--- src/rtl/uart_pkg.sv ---
`default_nettype none
// +--------------------------------------------------------------------------+
// | uart_pkg : shared types and default constants for the UART transmitter   |
// | Revision : 1.0                                                           |
// +--------------------------------------------------------------------------+
package uart_pkg;

   localparam int C_DATA_BITS_DEFAULT = 8;
   localparam int C_STOP_BITS_DEFAULT = 1;

   typedef enum logic [2:0] {
      ST_IDLE   = 3'd0,
      ST_WAIT   = 3'd1,
      ST_START  = 3'd2,
      ST_DATA   = 3'd3,
      ST_STOP   = 3'd4
`ifdef UART_TX_PARITY_EN
      , ST_PARITY = 3'd5
`endif
   } uart_state_e;

   // Counter width that stays at least one bit when the count range is a single value.
   function automatic int cnt_width(input int n);
      return (n > 1) ? $clog2(n) : 1;
   endfunction

endpackage
`default_nettype wire

--- src/rtl/edge_rise.sv ---
`default_nettype none
// +--------------------------------------------------------------------------+
// | edge_rise : one-cycle pulse on a rising edge of a synchronous input      |
// | Revision  : 1.0                                                          |
// +--------------------------------------------------------------------------+
module edge_rise (
   input  logic clk_in,
   input  logic rst,
   input  logic sig_in,
   output logic pulse_out
);

   logic sig_q;
   logic sig_d;

   always_comb begin
      sig_d = sig_in;
   end

   // Resetting to 1 suppresses a spurious pulse in the first cycle after reset.
   always_ff @(posedge clk_in) begin
      if (rst) begin
         sig_q <= 1'b1;
      end else begin
         sig_q <= sig_d;
      end
   end

   assign pulse_out = sig_in & ~sig_q;

endmodule
`default_nettype wire

--- src/rtl/uart_tx.sv ---
`default_nettype none
// +--------------------------------------------------------------------------+
// | uart_tx  : UART serial transmitter paced by an external baud clock       |
// |            Optional even parity bit when UART_TX_PARITY_EN is defined.   |
// | Revision : 1.0                                                           |
// +--------------------------------------------------------------------------+
module uart_tx
   import uart_pkg::*;
#(
   parameter int DATA_BITS = C_DATA_BITS_DEFAULT,
   parameter int STOP_BITS = C_STOP_BITS_DEFAULT
) (
   input  logic                 clk_in,
   input  logic                 rst,
   input  logic                 baud_clk,
   input  logic [DATA_BITS-1:0] data_in,
   input  logic                 valid_in,
   output logic                 ready_out,
   output logic                 tx_out,
   output logic                 busy
);

   localparam int BIT_CNT_W  = cnt_width(DATA_BITS);
   localparam int STOP_CNT_W = cnt_width(STOP_BITS);
   localparam logic [BIT_CNT_W-1:0]  C_BIT_LAST  = BIT_CNT_W'(DATA_BITS - 1);
   localparam logic [STOP_CNT_W-1:0] C_STOP_LAST = STOP_CNT_W'(STOP_BITS - 1);

   uart_state_e             state_q,    state_d;
   logic [DATA_BITS-1:0]    shift_q,    shift_d;
   logic [BIT_CNT_W-1:0]    bit_cnt_q,  bit_cnt_d;
   logic [STOP_CNT_W-1:0]   stop_cnt_q, stop_cnt_d;
   logic                    tx_q,       tx_d;
   logic                    ready_q,    ready_d;
   logic                    busy_q,     busy_d;
   logic                    tick;
   logic                    accept;

   edge_rise u_baud_edge (
      .clk_in    (clk_in),
      .rst       (rst),
      .sig_in    (baud_clk),
      .pulse_out (tick)
   );

   assign accept = valid_in & ready_q;

   always_comb begin
      state_d    = state_q;
      shift_d    = shift_q;
      bit_cnt_d  = bit_cnt_q;
      stop_cnt_d = stop_cnt_q;
      tx_d       = tx_q;
      ready_d    = ready_q;
      busy_d     = busy_q;

      case (state_q)
         // A tick coinciding with the accept is deliberately not acted on.
         ST_IDLE: begin
            tx_d = 1'b1;
            if (accept) begin
               shift_d = data_in;
               state_d = ST_WAIT;
               ready_d = 1'b0;
               busy_d  = 1'b1;
            end
         end

         ST_WAIT: begin
            if (tick) begin
               state_d = ST_START;
               tx_d    = 1'b0;
            end
         end

         ST_START: begin
            if (tick) begin
               state_d   = ST_DATA;
               tx_d      = shift_q[0];
               bit_cnt_d = '0;
            end
         end

         ST_DATA: begin
            if (tick) begin
               if (bit_cnt_q < C_BIT_LAST) begin
                  bit_cnt_d = bit_cnt_q + 1'b1;
                  tx_d      = shift_q[bit_cnt_d];
               end else begin
`ifdef UART_TX_PARITY_EN
                  state_d    = ST_PARITY;
                  tx_d       = ^shift_q;
`else
                  state_d    = ST_STOP;
                  tx_d       = 1'b1;
                  stop_cnt_d = '0;
`endif
               end
            end
         end

`ifdef UART_TX_PARITY_EN
         ST_PARITY: begin
            if (tick) begin
               state_d    = ST_STOP;
               tx_d       = 1'b1;
               stop_cnt_d = '0;
            end
         end
`endif

         ST_STOP: begin
            tx_d = 1'b1;
            if (tick) begin
               if (stop_cnt_q == C_STOP_LAST) begin
                  state_d = ST_IDLE;
                  ready_d = 1'b1;
                  busy_d  = 1'b0;
               end else begin
                  stop_cnt_d = stop_cnt_q + 1'b1;
               end
            end
         end

         default: begin
            state_d = ST_IDLE;
            tx_d    = 1'b1;
            ready_d = 1'b1;
            busy_d  = 1'b0;
         end
      endcase
   end

   always_ff @(posedge clk_in) begin
      if (rst) begin
         state_q    <= ST_IDLE;
         shift_q    <= '0;
         bit_cnt_q  <= '0;
         stop_cnt_q <= '0;
         tx_q       <= 1'b1;
         ready_q    <= 1'b1;
         busy_q     <= 1'b0;
      end else begin
         state_q    <= state_d;
         shift_q    <= shift_d;
         bit_cnt_q  <= bit_cnt_d;
         stop_cnt_q <= stop_cnt_d;
         tx_q       <= tx_d;
         ready_q    <= ready_d;
         busy_q     <= busy_d;
      end
   end

   assign tx_out    = tx_q;
   assign ready_out = ready_q;
   assign busy      = busy_q;

endmodule
`default_nettype wire

--- config.mk ---
export PLATFORM = sky130hd
export DESIGN_NAME = uart_tx
export DESIGN_NICKNAME = d
export VERILOG_FILES = /design/src/rtl/uart_pkg.sv /design/src/rtl/edge_rise.sv /design/src/rtl/uart_tx.sv
export SDC_FILE = /design/constraint.sdc
export NUM_CORES = 1
export LEC_CHECK = 0
export CORE_UTILIZATION = 30
export DETAILED_ROUTE_END_ITERATION = 10
export SYNTH_ARGS = -nofsm -noshare
export SYNTH_HDL_FRONTEND = slang
export SYNTH_SLANG_ARGS = --single-unit
--- constraint.sdc ---
create_clock -name clk_in -period 3.55 [get_ports clk_in]
set_input_delay 0.71 -clock clk_in [delete_from_list [all_inputs] [get_ports clk_in]]
set_output_delay 0.71 -clock clk_in [all_outputs]
set_load 0.005 [all_outputs]
==> reports/metrics.yaml, run 1 <==
vdd_ir_drop_max_v: 0.0002476
core_sq_um: 2567
htreeDepth: 1
synth_area_per_cell_sq_um: 9.370
rows: 18
rsz0062_at_grt: "false"
syn_inst: 90
drc: 0
synth_edf_count: 0
dp_hpwl_mm: 1.122
cts_resized: 0
ys_seq_area_frac: 0.4273
cts_buffers: 3
min_period_ns: 1.914
layout_worst_path_cycle_share: 0.5391
cts.path.max_buffers: 2
max_clock_freq_ghz: 0.5225
cts_hold_buf: 0
synth.most_common_cell: "dfxtp_1"
ys_seq_elements: 18
routedWlPerCell_microns: 11.57
drive_gt1_frac: 0.1068
report.final.slew_viol_count: 0
path_cells: "clkdlybuf4s50_1"
fin_cells: 133
gp_congestion: 0.7737
synth.area.top_cells: "dfxtp_1 (43%), mux2i_1 (9.5%), nor2_1 (7.1%)"
critPathTopFamily: "buffers and inverters"
clk_pin_slew_ns: 0.11
fin_setup_tns_ns: 0
outcome: "finished, final reports clean"
dieArea_sq_um: 3027
areaGrowthSynthToFinish_pct: 22.11
vias: 676
worst_setup_path_end_kind: "primary output"
hold_viol_final: 0
slew_headroom: 0.5892
finalWirelength_mm: 1.539
leakage_nw: 0.3776
initial_utilization: 0.3285
synth_cell_type_count: 31
clock_sinks: 18
clock-root-buffer: "clkbuf_4"
firstDrtPassIters: 4
worstSetupPathType: "flop to primary output"
synth_top_area_frac: 0.4273
worstPathRequired_ns: 2.84
synth_area_sq_um: 843.3
die_w_microns: 55.02
ant_nets: 0
globalRoute.totalOverflow: 0
grt_pass1_vias: 632
worst-path-buf-inv: 1
grt_usage: 0.1296
slowest_stage: "clkdlybuf4s50_1"
synth.net_count: 103
skew_ns: 0.003072
drt_first_iter_violations: 14
cts_setup_buffers: 0
nets: 117
powerDensity_nw_per_um2: 398.1
clk_latency_ns: 0.30
grt_first_pass_wirelength_mm: 2.718
synth_flop_cell: "dfxtp_1"
vias_per_cell: 5.083
setup_viol: 0
yosysWarnings: 0
synthArstFlopShare: 0
grt_max_degree: 19
synth.largest_area_cell: "dfxtp_1"
fp.dieH_microns: 55.02
netlist_top_cells_count: "dfxtp_1 (18), nor2_1 (16), a21oi_1 (8), mux2i_1 (8), and3_1 (3)"
crit_path_start_kind: "flop"
worst_slew_pin_slew_ns: 0.6142
num_antenna_cells: 0
dpl.cell_count: 129
cap_violations: 0
hold_class: "flop to flop"
cp.arrival_ns: 1.20
hold_slack_ns: 0.5034
finalCoreUtilization: 0.4011
crit_path_max_fanout: 5
io_buffers: 14
cts_tree: "yes"
critPathMaxStageDelay_ns: 0.52
antenna_found_initial: 0
num_io_pins: 15
-- tightest hold or removal path, cell delays in order (launching register included) --
cell and delay [ns]:
dfxtp_1 0.34, mux2i_1 0.06, nor2_1 0.07
-- per-stage QoR --
| step | power (mW) | setup slack [ns] | cell area, sq um |
|---|---|---|---|
| after floorplan | 0.2633 | 1.824 | 843.3 |
| after global placement | 0.2856 | 1.386 | 993.5 |
| after detailed placement | 0.2857 | 1.326 | 993.5 |
| after CTS | 0.4124 | 1.630 | 1030 |
| after global routing | 0.4315 | 1.449 | 1030 |
| final | 0.4099 | 1.636 | 1030 |
-- cell usage in the layout (no fill, tap or decap), drive strengths merged --
cell	synthesis	final
and3	3	3
nor2	16	16
o31ai	1	1
nand3b	2	2
dfxtp	18	18
a21oi	8	8
nor4	2	2
o21bai	1	1
nand4	1	1
mux2i	8	8
clkdlybuf4s50	0	14
a31oi	2	2
nand2b	1	1
xnor2	1	1
o21ai	1	1
and4	1	1
nor3	2	2
mux4	2	2
inv	2	2
nand3	1	1
o21a	1	1
nand2	2	2
a2111oi	2	2
or2	1	1
mux2	1	1
and2b	2	2
or3	1	1
clkbuf	2	4
ha	1	1
or4	1	1
-- power breakdown --
part           switching [mW]  internal (mW)
Sequential            0.00992          0.213
Combinational          0.0234         0.0342
Clock                  0.0665         0.0626
-- path summary, 6_finish.rpt --
| kind | from | to | slack (ns) | depth (start not counted) |
|---|---|---|---|---|
| worst max-delay path | ready_out | ready_out | 1.64 | 1 |
| worst min-delay path | shift_q[3] | shift_q[3] | 0.50 | 2 |
| worst max register to register | bit_cnt_q[0] | tx_out | 1.71 | 5 |
| worst min register to register | shift_q[3] | shift_q[3] | 0.50 | 2 |
-- sequential cells by signal, indices dropped and copies added (netlist names) --
name and cells:
state_q 3, busy 1, u_baud_edge.sig_q 1, bit_cnt_q 3
ready_out 1, tx_out 1, shift_q 8
-- cell families (layout without fill, tap and decap cells) --
| kind of cell | count (synthesis) | after routing | share of synthesized area |
|---|---|---|---|
| simple gates | 36 | 36 | 0.2285 |
| flops | 18 | 18 | 0.4273 |
| buf+inv | 7 | 20 | 0.04154 |
| compound gates | 16 | 16 | 0.1157 |
| fa+ha+maj | 1 | 1 | 0.01483 |
| mux | 11 | 11 | 0.1617 |
| xor+xnor | 1 | 1 | 0.01039 |
-- cell type report --
| class | count | area, sq um |
|---|---|---|
| clock buffer | 4 | 36.28 |
| fill | 269 | 1538 |
| inverter | 2 | 7.507 |
| multi-input combinational | 65 | 447.9 |
| sequential | 18 | 360.3 |
| tap | 30 | 37.54 |
| timing repair buffer | 14 | 140.1 |
-- per-layer routing --
metal	GRT usage	routed length, microns	up-vias
met3	0.02459	57	5
li1	-	-	352
met5	0	0	-
met1	0.1783	763	306
met2	0.1867	675	13
met4	0.07500	42	0
Note: power is estimated with default switching activity, not from simulation.
==> run 2: changes to the inputs <==
==> constraint.sdc (replaced) <==
create_clock -name clk_in -period 1.9 [get_ports clk_in]
set_input_delay 0.38 -clock clk_in [delete_from_list [all_inputs] [get_ports clk_in]]
set_output_delay 0.38 -clock clk_in [all_outputs]
set_load 0.005 [all_outputs]
==> run 2 against run 1 <==
Net effect: via count increased by 0.30%; sequential power increased by 87%; final cell count increased by 2.3%; sequential share of layout area decreased by 0.75 points; worst hold slack got worse by 0.0019 ns; flip-flop and latch count unchanged; routed wire length increased by 3.5%; power increased by 86%; register-to-register slack got worse by 1.6 ns; die area unchanged; critical path type is now flop to flop; critical endpoint is now tx_out; highest routed layer unchanged.
==> reports/metrics.yaml, run 2 (synthesis gave the netlist of run 1 again) <==
outcome: "finished, final reports clean"
layout_worst_path_cycle_share: 0.9443
cts_resized: 0  # unchanged
dr_wl_met3_microns: 60  # +5.3%
skew_ns: 0.003290  # +0.0002189 ns
finalWirelength_mm: 1.593  # +3.5%
gp_congestion: 0.8115  # +4.9%
hold_class: "flop to flop"
ant_nets: 0  # unchanged
cts_hold_buf: 0  # unchanged
vdd_ir_drop_max_v: 0.0004366  # +76%
cts_buffers: 3  # unchanged
drive_gt1_frac: 0.1321  # +0.02528
grt_usage: 0.1289  # -0.0006444
io_buffers: 14  # unchanged
wl_met2_microns: 711  # +5.3%
clk_pin_slew_ns: 0.10  # about the same
cp.arrival_ns: 1.96  # +0.76 ns
report.final.slew_viol_count: 0  # unchanged
drc: 0  # unchanged
setup_viol: 0  # unchanged
finalCoreUtilization: 0.4098  # +0.008772
powerDensity_nw_per_um2: 724.8  # +82%
grt_pass1_vias: 616  # -2.5%
htreeDepth: 1  # unchanged
nets: 120  # +2.6%
grt_first_pass_wirelength_mm: 2.718  # unchanged
final_cell_mix: "dfxtp_1 (18), nor2_1 (16), clkdlybuf4s50_1 (14)"
fill_cells: 277  # +3.0%
routedWlPerCell_microns: 11.71  # +1.2%
antenna_found_initial: 0  # unchanged
cap_violations: 0  # unchanged
num_io_pins: 15  # unchanged
clock-root-buffer: "clkbuf_4"
fin_total_pwr_uw: 762.7  # +86%
cts.path.max_buffers: 2  # unchanged
rsz0062_at_grt: "false"
fin_cells: 136  # +2.3%
vias: 678  # +0.30%
multiInputGateArea_sq_um: 447.9  # unchanged
top_regs: "shift_q (8), bit_cnt_q (3), state_q (3)"
max_clock_freq_ghz: 0.5573
top_layer_used: "met4"
register_area_sq_um: 360.3  # unchanged
layout_commonest_cell: "dfxtp_1"
worstSetupPathType: "flop to flop"
crit_path_start_kind: "flop"
slew_headroom: 0.7516  # +0.1624
min_period_ns: 1.794
initial_utilization: 0.3285  # unchanged
worst_setup_path_end_kind: "flop"
dieArea_sq_um: 3027  # unchanged
cts_tree: "yes"
die_w_microns: 55.02  # unchanged
leakage_nw: 0.3930  # +4.1%
clock_sinks: 18  # unchanged
hold_viol_final: 0  # unchanged
dp_hpwl_mm: 1.151  # +2.6%
met1_length_microns: 802  # +5.1%
fin_setup_tns_ns: 0  # unchanged
regMostFlops: "shift_q"
globalRoute.totalOverflow: 0  # unchanged
worst_slew_pin_slew_ns: 0.3632  # -0.2511 ns
grt_max_degree: 18  # -1
core_sq_um: 2567  # unchanged
drt_first_iter_violations: 9  # -5
num_antenna_cells: 0  # unchanged
clk_latency_ns: 0.29  # about the same
crit_path_max_fanout: 4  # -1
cts_setup_buffers: 0  # unchanged
largest_reg_flops: 8  # unchanged
dpl.cell_count: 132  # +2.3%
areaGrowthSynthToFinish_pct: 24.78
rows: 18  # unchanged
vias_per_cell: 4.985  # -1.9%
worstPathRequired_ns: 2.07  # -0.77 ns
firstDrtPassIters: 4  # unchanged
fp.dieH_microns: 55.02  # unchanged
## run 2: cell count changes in the layout (fill, tap and decap cells not counted), sizes merged
cell | before | now
buf | 0 | 3
## run 2: metrics by stage
step	cell area (sq um)	setup WS, ns	hold WS, ns
floorplan	843.3	0.1740	0.4546
global placement	1016	0.09074	0.4786
detailed placement	1016	0.05118	0.4830
CTS	1052	0.09378	0.5083
global route	1052	0.03657	0.5530
finish	1052	0.1057	0.5015
## run 2: layer usage
layer	vias to the layer above	track usage
li1	359	-
met1	306	0.1664
met2	11	0.1988
met3	2	0.04098
met4	0	0.05000
met5	-	0
## run 2: worst max-delay path, stage by stage (launching register included)
cell	delay [ns]
dfxtp_1	0.34
ha_1	0.34
mux4_2	0.50
mux2_2	0.27
nor2_1	0.14
o31ai_1	0.08
## run 2: cell type report
type / instances / area share
Multi-Input combinational cell: 65 / 0.4257
Sequential cell: 18 / 0.3424
Timing Repair Buffer: 17 / 0.1546
Tap cell: 30 / 0.03567
Clock buffer: 4 / 0.03448
Inverter: 2 / 0.007134
## run 2: final timing paths
kind / startpoint / end / slack [ns] / cells after the start
max: bit_cnt_q[1] / tx_out / 0.11 / 5
min: shift_q[6] / shift_q[6] / 0.50 / 2
max reg2reg: bit_cnt_q[1] / tx_out / 0.11 / 5
min reg2reg: shift_q[6] / shift_q[6] / 0.50 / 2
## run 2: report_power, final
part,internal [mW],switching [mW]
Sequential,0.399,0.0196
Clock,0.117,0.116
Combinational,0.0677,0.0437
Total,0.583,0.179
==> run 3: changes to the inputs <==
--- a/config.mk
+++ b/config.mk
@@ -6,6 +6,7 @@
 export NUM_CORES = 1
 export LEC_CHECK = 0
 export CORE_UTILIZATION = 30
+export CTS_CLUSTER_DIAMETER = 40
 export DETAILED_ROUTE_END_ITERATION = 10
 export SYNTH_ARGS = -nofsm -noshare
 export SYNTH_HDL_FRONTEND = slang
==> results of run 3 <==
No change in the layout: final DEF, timing and power equal those of run 2.
